[config.mk]
export PLATFORM = sky130hd
export DESIGN_NAME = fifo_write_ctrl
export DESIGN_NICKNAME = d
export VERILOG_FILES = /design/src/rtl/fifo_write_ctrl.sv
export SDC_FILE = /design/constraint.sdc
export NUM_CORES = 1
export LEC_CHECK = 0
export ABC_CLOCK_PERIOD_IN_PS = 2600
export BUFFER_PORTS_ARGS = -buffer_cell sky130_fd_sc_hd__buf_4
export CAP_MARGIN = 20
export CORE_MARGIN = 10
export CORE_UTILIZATION = 45
export CTS_CLUSTER_SIZE = 12
export DETAILED_ROUTE_END_ITERATION = 12
export PLACE_DENSITY = 0.86
export SYNTH_ARGS = -nofsm -noshare
export SYNTH_HDL_FRONTEND = slang
export SYNTH_SLANG_ARGS = --single-unit
[constraint.sdc]
create_clock -name clk -period 2.6 [get_ports clk]
set_input_delay 0.26 -clock clk [delete_from_list [all_inputs] [get_ports clk]]
set_output_delay 0.26 -clock clk [all_outputs]
set_load 0.005 [all_outputs]
[src/rtl/fifo_write_ctrl.sv]
// Write-side controller for the single-clock FIFO: pointer, flags, registered memory port.
// Optional FIFO_WRITE_CTRL_GRAY_EN adds a registered Gray-coded write pointer output.
module fifo_write_ctrl #(
    parameter int DATA_WIDTH   = 8,
    parameter int ADDR_WIDTH   = 5,
    parameter int AFULL_THRESH = 28
) (
    input  logic                  clk,
    input  logic                  rst,
    input  logic                  write_en,
    input  logic [DATA_WIDTH-1:0] write_data,
    input  logic [ADDR_WIDTH:0]   read_ptr,
    input  logic                  clear_overflow,
    output logic                  mem_write_en,
    output logic [ADDR_WIDTH-1:0] mem_write_addr,
    output logic [DATA_WIDTH-1:0] mem_write_data,
    output logic [ADDR_WIDTH:0]   write_ptr,
    output logic [ADDR_WIDTH:0]   level,
    output logic                  full,
    output logic                  almost_full,
    output logic                  overflow
`ifdef FIFO_WRITE_CTRL_GRAY_EN
    ,
    output logic [ADDR_WIDTH:0]   write_ptr_gray
`endif
);

    localparam logic [ADDR_WIDTH:0] PTR_ONE   = (ADDR_WIDTH+1)'(1);
    localparam logic [ADDR_WIDTH:0] AFULL_LVL = (ADDR_WIDTH+1)'(AFULL_THRESH);

    logic                accept;
    logic [ADDR_WIDTH:0] write_ptr_next;

    // Flags come from pre-edge pointers, so a write at full is rejected even alongside a read
    assign full = (write_ptr[ADDR_WIDTH] != read_ptr[ADDR_WIDTH]) &&
                  (write_ptr[ADDR_WIDTH-1:0] == read_ptr[ADDR_WIDTH-1:0]);
    assign level          = write_ptr - read_ptr;
    assign almost_full    = (level >= AFULL_LVL);
    assign accept         = write_en && !full;
    assign write_ptr_next = write_ptr + PTR_ONE;

    always_ff @(posedge clk or posedge rst) begin
        if (rst) begin
            write_ptr <= '0;
        end else if (accept) begin
            write_ptr <= write_ptr_next;
        end
    end

    // Address and data hold their last accepted values between writes
    always_ff @(posedge clk or posedge rst) begin
        if (rst) begin
            mem_write_en   <= 1'b0;
            mem_write_addr <= '0;
            mem_write_data <= '0;
        end else begin
            mem_write_en <= accept;
            if (accept) begin
                mem_write_addr <= write_ptr[ADDR_WIDTH-1:0];
                mem_write_data <= write_data;
            end
        end
    end

    // Set has priority over clear when both happen in one cycle
    always_ff @(posedge clk or posedge rst) begin
        if (rst) begin
            overflow <= 1'b0;
        end else if (write_en && full) begin
            overflow <= 1'b1;
        end else if (clear_overflow) begin
            overflow <= 1'b0;
        end
    end

`ifdef FIFO_WRITE_CTRL_GRAY_EN
    always_ff @(posedge clk or posedge rst) begin
        if (rst) begin
            write_ptr_gray <= '0;
        end else if (accept) begin
            write_ptr_gray <= write_ptr_next ^ (write_ptr_next >> 1);
        end
    end
`endif

endmodule

== Word-level counts from Yosys, hierarchy flattened ==
Cells that the tools add are included.
Word-level totals
  register bits: 21
  output and inout bits: 29
  word-level logic and storage cells: 17
  input bits: 18
Operators by class
  equality and inequality tests: 2
  add/subtract/negate cells: 2
  magnitude comparators: 1
  reductions and logical operators: 5
  mux-type cells: 2
Operator list (count)
  $add A6 B1 Y6 const B: 1
  $ge A6 B5 Y1 const B: 1
  $sub A6 B6 Y6: 1
  $eq A5 B5 Y1: 1
  $logic_and A1 B1 Y1: 3
  $mux W1: 2
  $reduce_bool A2 Y1: 1
  $logic_not A1 Y1: 1
  $ne A1 B1 Y1: 1

== Longest topological paths before layout ==
Gate-level depths: netlist (run 1).
  depth after elaboration: 4
  mapped depth: 7

== Worst setup path after synthesis (run 1) ==
No wires, ideal clock.
  path kind: reg2reg
  start: register write_ptr[2]
  end: register mem_write_addr[0]
  data arrival time: 1714 ps
  path buffers: 1
  clock period less this slack: 1839 ps
  required time: 2475 ps
  setup time: 125 ps
  stages on the path, launching flop included: 7
  setup slack: 761 ps
  cells stage by stage: dfrtp_1 > ha_1 > and3_2 > nand4_2 > nand2_4 > buf_12 > mux2_4
On the way
  word-level cells in the longest chain between the ends: 4
RTL lines
  start: declaration: RTL line 17  | output logic [ADDR_WIDTH:0] write_ptr,
  start signal: assignment: RTL line 46  | write_ptr <= write_ptr_next;
  $eq A5 B5 Y1: RTL line 36  | (write_ptr[ADDR_WIDTH-1:0] == read_ptr[ADDR_WIDTH-1:0]);
  $logic_and A1 B1 Y1: RTL line 35  | assign full = (write_ptr[ADDR_WIDTH] != read_ptr[ADDR_WIDTH]) &&
  $logic_not A1 Y1: RTL line 39  | assign accept = write_en && !full;
  $logic_and A1 B1 Y1: RTL line 39
  end signal: assignment: RTL line 59  | mem_write_addr <= write_ptr[ADDR_WIDTH-1:0];
  end: declaration: RTL line 15  | output logic [ADDR_WIDTH-1:0] mem_write_addr,
No other way between the ends.
A chain may end at the register's enable or synchronous reset.

== Worst setup path in the final report (run 1) ==
  start: register write_ptr[0]
  end: output level[4]
On the way
  word-level cells in the longest chain between the ends: 1
RTL lines
  $sub A6 B6 Y6: RTL line 37  | assign level = write_ptr - read_ptr;
  end: declaration: RTL line 18  | output logic [ADDR_WIDTH:0] level,
No other way between the ends.

==> flow_summary.yaml, run 1 <==
final_layout:
  layout_commonest_cell: "buf_4"
  fin_nets: 165
  area_delta_synth_final_pct: 34.56
  layout_common_cells: "buf_4 (46), dfrtp_1 (21), inv_1 (11)"
  fillers: 200
  drive_gt1_share_pct: 48.92
  insertedDiodeCount: 0
detailed_routing:
  drtIter0Drc: 39
  wl_per_cell_um: 15.70
  vias: 846
  routed_wl_um: 2654
  vias_per_cell: 5.006
  drt_pass1_iterations: 3
  ant_nets: 0
  post-route-drc-count: 0
die:
  rows: 18
  initial_utilization_pct: 46.30
  fp.coreArea_um2: 2432
  pin_count: 47
  die_area_um2: 4904
  fp.dieW_um: 70.03
  die_h_um: 70.03
pwr:
  seqPwrFrac_pct: 34.4
  switching_power_uw: 576.4
  p_per_area_nw_per_um2: 1060
  p_sw_share_pct: 35.90
  comb_power_share_pct: 56.1
  leakagePower_uw: 0.0008052
  intPower_uw: 1029
  power_frac_clock_pct: 9.5
  max-vdd-ir-drop_uv: 748.3
clock_tree:
  cts_tree: "done"
  htreeDepth: 1
  clock_sinks: 21
  cts_hold_buf: 0
  ctsResizeCount: 0
  path_clk_slew_ns: 0.11
  cts_setup_buffers: 0
  cts.path.max_buffers: 2
  clk_latency_ns: 0.29
  cts_made_buffers: 3
  root_buffer: "clkbuf_4"
logic_synthesis:
  synthArstFlopShare_pct: 100.0
  synth_area_um2: 1126
  postSynthCellCount: 90
  synth_compound_area_share_pct: 7.111
  ys_ff_latch: 21
  synth_edf_count: 0
  muxShareOfSynthArea_pct: 17.67
  yosysWarnings: 0
  ys_types: 25
  synth_simple_gate_area_share_pct: 7.667
  ys_seq_area_share_pct: 46.67
  ys.flop_type: "dfrtp_1"
  synth_top_cell_by_area: "dfrtp_1"
  synth_top_area_share_pct: 46.67
  synth_top_family_by_area: "multiplexers"
  synth_area_per_cell_um2: 12.51
  synth.net_count: 115
  synth_adder_area_share_pct: 8.444
  ys_top_cells_by_area: "dfrtp_1 (47%), mux2_4 (11%), mux2_2 (7.0%), ha_1 (6.7%), xor2_1 (3.9%)"
  synthXorXnorAreaFrac_pct: 7.000
sta:
  timing.final.crit_share_pct: 90.28
  whs_ns: 0.09210
  grt_setup_unrepaired: "false"
  slew_viol_final: 0
  clock.fmax_ghz: 0.4260
  max_slew_margin_pct: 48.88
  finClkSkew_ns: 0.005844
  min_period_ns: 2.347
  setup_viol: 0
  setup-tns-final_ns: 0
  worst_pin_slew_ns: 0.7659
  hold_viol: 0
run_status:
  run_status: "complete, no violations"
setup_path:
  cp_max_fo: 6
  path_class: "reg2out"
  crit_arrival_ns: 2.09
  reg2regPathDepth: 5
  critical_path_buf_inv_count: 3
  cp_num_cells: 8
  start_kind: "flop"
  crit_slowest_cell: "dfrtp_1"
  max_stage_delay_ns: 0.47
  cp_top_family: "adder cells"
  worst_path_most_repeated_cell: "inv_1"
  regToRegSetupSlack_ns: 0.59
  cp-end-kind: "output pin"
  crit_required_ns: 2.34
  path_cells: "inv_1, ha_1, inv_1, fa_1, a21o_1, a21oi_1, xnor2_1, buf_4"
flow_run:
  drv_cap: 0
global_route:
  grt_pass1_wl_um: 4512
  grt_util_all_layers_pct: 10.93
  overflow: 0
  antenna_found_initial: 0
  grt_max_degree: 22
  grt_pass1_vias: 970
worst_hold_path:
  hold_class: "in2async"
placed_design:
  portBuffers: 46
  hpwl_um: 2226
  routabilityCongestion: 0.8819
## power groups by stage
stage	Clock, uW	Combinational (uW)	Sequential (uW)
floorplan	0	470	545
global placement	0	888	555
detailed placement	0	922	560
CTS	154	924	555
global route	164	1010	571
finish	152	901	552
## cells in the mapped netlist, types with 2 or more instances
master   instances
a21o_1           3
a21oi_1          2
dfrtp_1         21
ha_1             6
inv_1           11
mux2_2           7
mux2_4           8
nand2_1          2
nand3_1          3
nand4_1          2
nor2_1           2
o21ai_0          3
xnor2_1          4
xor2_1           5
## layout make-up
class	instances	area [um^2]	share of cell area, %
multi-input cells	57	539.3	35.59
repair buffers	46	345.3	22.79
well taps	30	37.54	2.477
inverters	11	41.29	2.725
flip-flops and latches	21	525.5	34.68
clock buffers	4	26.28	1.734
## per-stage QoR
stage / total power (uW) / util (%) / std cells / worst slack [ns] / instance area (um^2)
floorplan: 1014 / - / 90 / 0.7608 / 1126
global placement: 1443 / 61.21 / 165 / 0.5984 / 1489
detailed placement: 1482 / 61.21 / 165 / 0.5493 / 1489
CTS: 1633 / 62.29 / 169 / 0.2119 / 1515
global route: 1746 / 62.29 / 169 / 0.09923 / 1515
finish: 1605 / 62.29 / 169 / 0.2527 / 1515
## worst paths after layout
check	from	endpoint
worst max-delay path	write_ptr[0]	level[4]
worst min-delay path	rst	overflow
worst max register to register	write_ptr[4]	write_ptr[1]
worst min register to register	mem_write_addr[4]	mem_write_addr[4]
max in group asynchronous	rst	mem_write_addr[2]
min in group clk	clear_overflow	overflow
## cell families (layout without fill, tap and decap cells)
| group | count (synthesis) | in the layout |
|---|---|---|
| and+or+nand+nor | 14 | 14 |
| AOI/OAI and AO/OA | 12 | 12 |
| DFF | 21 | 21 |
| adders and majority gates | 7 | 7 |
| buffers and inverters | 12 | 61 |
| xor gates and xnor gates | 9 | 9 |
| muxes | 15 | 15 |
## registers in the layout, summed over array words and instances (netlist names)
register	count
mem_write_data	8
write_ptr	6
mem_write_addr	5
mem_write_en	1
overflow	1
## worst register-to-register path: cells and delay by family, from the launching register on
family,cells,cell delay [ns]
simple gates,3,0.66
flops,1,0.46
fa+ha+maj,1,0.39
mux,1,0.38
## routing by layer
metal | up-vias | routed length, um | GRT usage, %
li1 | 407 | - | -
met1 | 394 | 1164 | 12.73
met2 | 41 | 1169 | 17.62
met3 | 4 | 295 | 4.802
met4 | 0 | 24 | 3.289
met5 | - | 0 | 0
No activity file was read; power rests on OpenSTA's default activity.
==> inputs of run 2 (changes only) <==
==> constraint.sdc (replaced) <==
create_clock -name clk -period 2.6 [get_ports clk]
set_input_delay 0.78 -clock clk [delete_from_list [all_inputs] [get_ports clk]]
set_output_delay 0.78 -clock clk [all_outputs]
set_load 0.005 [all_outputs]
==> run 2 against run 1 <==
  * The flow now finishes with violations (negative setup slack)
  * Non-clock buffer count up 14
  * Total power up 25%
  * Routed wire length up 10%
  * Final cell count up 8.3%
  * Core utilization up 11 points
  * Largest cell class unchanged
==> flow_summary.yaml, run 2 (synthesis gave the netlist of run 1 again) <==
final_layout:
  fillers: 183
  seqCellArea_um2: 528.0
  reg.largest.list: "mem_write_data (8), write_ptr (6), mem_write_addr (5)"
  postLayoutCellArea_um2: 1778
  drive_gt1_share_pct: 68.63
  fin_nets: 179
  largest_reg_flops: 8
  multi_input_area_um2: 663.1
  insertedDiodeCount: 0
  area_delta_synth_final_pct: 57.89
  instances_no_fill: 183
  layout_common_cells: "buf_4 (54), dfrtp_1 (19), mux2_4 (8)"
  layout_commonest_cell: "buf_4"
  top_register: "mem_write_data"
setup_path:
  r2r-start: "write_ptr[2]"
  crit_arrival_ns: 1.99
  cp-end-kind: "output pin"
  regToRegSetupSlack_ns: 0.54
  start_kind: "primary input"
  reg2regPathDepth: 7
  crit_required_ns: 1.82
  path_class: "in2out"
  r2r-end: "mem_write_addr[1]"
  cp_max_fo: 3
placed_design:
  hpwl_um: 2334
  dp.cells: 178
  pre_cts_ws_ns: -0.2902
  routabilityCongestion: 0.8989
  portBuffers: 46
  placed_area_um2: 1628
clock_tree:
  clock_sinks: 21
  root_buffer: "clkbuf_4"
  cts.path.max_buffers: 2
  htreeDepth: 1
  cts_tree: "done"
  path_clk_slew_ns: 0.11
  clk_latency_ns: 0.30
  cts_hold_buf: 0
  cts_made_buffers: 3
die:
  fp.coreArea_um2: 2432
  pin_count: 47
  rows: 18
  die_area_um2: 4904
  initial_utilization_pct: 46.30
  fp.dieW_um: 70.03
  die_h_um: 70.03
sta:
  slew_viol_final: 0
  worst_pin_slew_ns: 0.7694
  finClkSkew_ns: 0.002506
  max_slew_margin_pct: 48.65
  min_period_ns: 2.773
  setup_viol: 4
  grt_setup_unrepaired: "true"
  timing.final.crit_share_pct: 106.6
  clock.fmax_ghz: 0.3607
  hold_viol: 0
  setup-tns-final_ns: -0.4429
  setup_ws_ns: -0.1725
pwr:
  power_frac_clock_pct: 7.7
  switching_power_uw: 711.0
  p_sw_share_pct: 35.49
  p_per_area_nw_per_um2: 1127
  seqPwrFrac_pct: 27.6
  max-vdd-ir-drop_uv: 787.7
  leakagePower_uw: 0.0008907
  intPower_uw: 1292
  comb_power_share_pct: 64.7
run_status:
  violations: "negative setup slack"
  run_status: "finished with violations"
global_route:
  overflow: 0
  antenna_found_initial: 0
  grt_util_all_layers_pct: 11.81
  grt_pass1_wl_um: 4926
  grt_max_degree: 22
  grt_pass1_vias: 1096
detailed_routing:
  routed_wl_um: 2919
  wl_per_cell_um: 15.95
  vias: 903
  ant_nets: 0
  post-route-drc-count: 0
  drt_pass1_iterations: 4
  drtIter0Drc: 25
  vias_per_cell: 4.934
worst_hold_path:
  hold_class: "reg2reg"
  min_to: "mem_write_addr[2]"
  hold_start: "mem_write_addr[2]"
  min_path_cells: 1
flow_run:
  drv_cap: 0
-- run 2: repair_timing --
action                                  4_1_cts  5_1_grt
gates resized for setup                      16       16
endpoints found under the setup margin        6        6
pin swaps                                    12       11
buffers inserted                              1        0
-- run 2: power by group through the flow --
stage	Sequential, uW	Combinational, uW	Clock, uW
floorplan	554	506	0
global placement	542	1070	0
global route	575	1420	178
finish	553	1300	154
CTS	544	1200	158
detailed placement	549	1120	0
-- run 2: cell type report --
class                   count  area share, %
clock buffers               3          1.267
clock inverters             1         0.2815
inverters                  11          2.745
multi-input cells          57          37.30
flip-flops and latches     21          29.70
well taps                  30          2.111
repair buffers             60          26.60
-- run 2: layer usage --
| metal | GRT usage, % | routed length [um] | vias up |
|---|---|---|---|
| met4 | 4.167 | 31 | 0 |
| met1 | 13.08 | 1157 | 427 |
| li1 | - | - | 432 |
| met3 | 4.379 | 262 | 4 |
| met2 | 20.14 | 1468 | 40 |
| met5 | 0 | 0 | - |
-- run 2: worst max-delay path, stage by stage --
cell	delay, ns
buf_6	0.10
inv_4	0.04
ha_4	0.19
a21o_1	0.22
a21oi_4	0.19
nand3_2	0.10
a32o_2	0.26
buf_6	0.11
-- run 2: worst max path at each step --
stage | end | slack, ns | start
finish | almost_full | -0.17 | read_ptr[3]
global route | almost_full | -0.21 | read_ptr[1]
CTS | level[4] | -0.19 | read_ptr[0]
detailed placement | almost_full | -0.29 | read_ptr[3]
global placement | level[4] | -0.23 | read_ptr[0]
floorplan | almost_full | 0.01 | read_ptr[0]
-- run 2: metrics by stage --
stage | power [uW] | utilization, % | hold slack, ns
floorplan | 1060 | - | 0.5041
global placement | 1616 | 66.92 | 0.4893
detailed placement | 1667 | 66.92 | 0.4965
CTS | 1900 | 70.27 | 0.5244
global route | 2170 | 73.10 | 0.5490
finish | 2003 | 73.10 | 0.5185
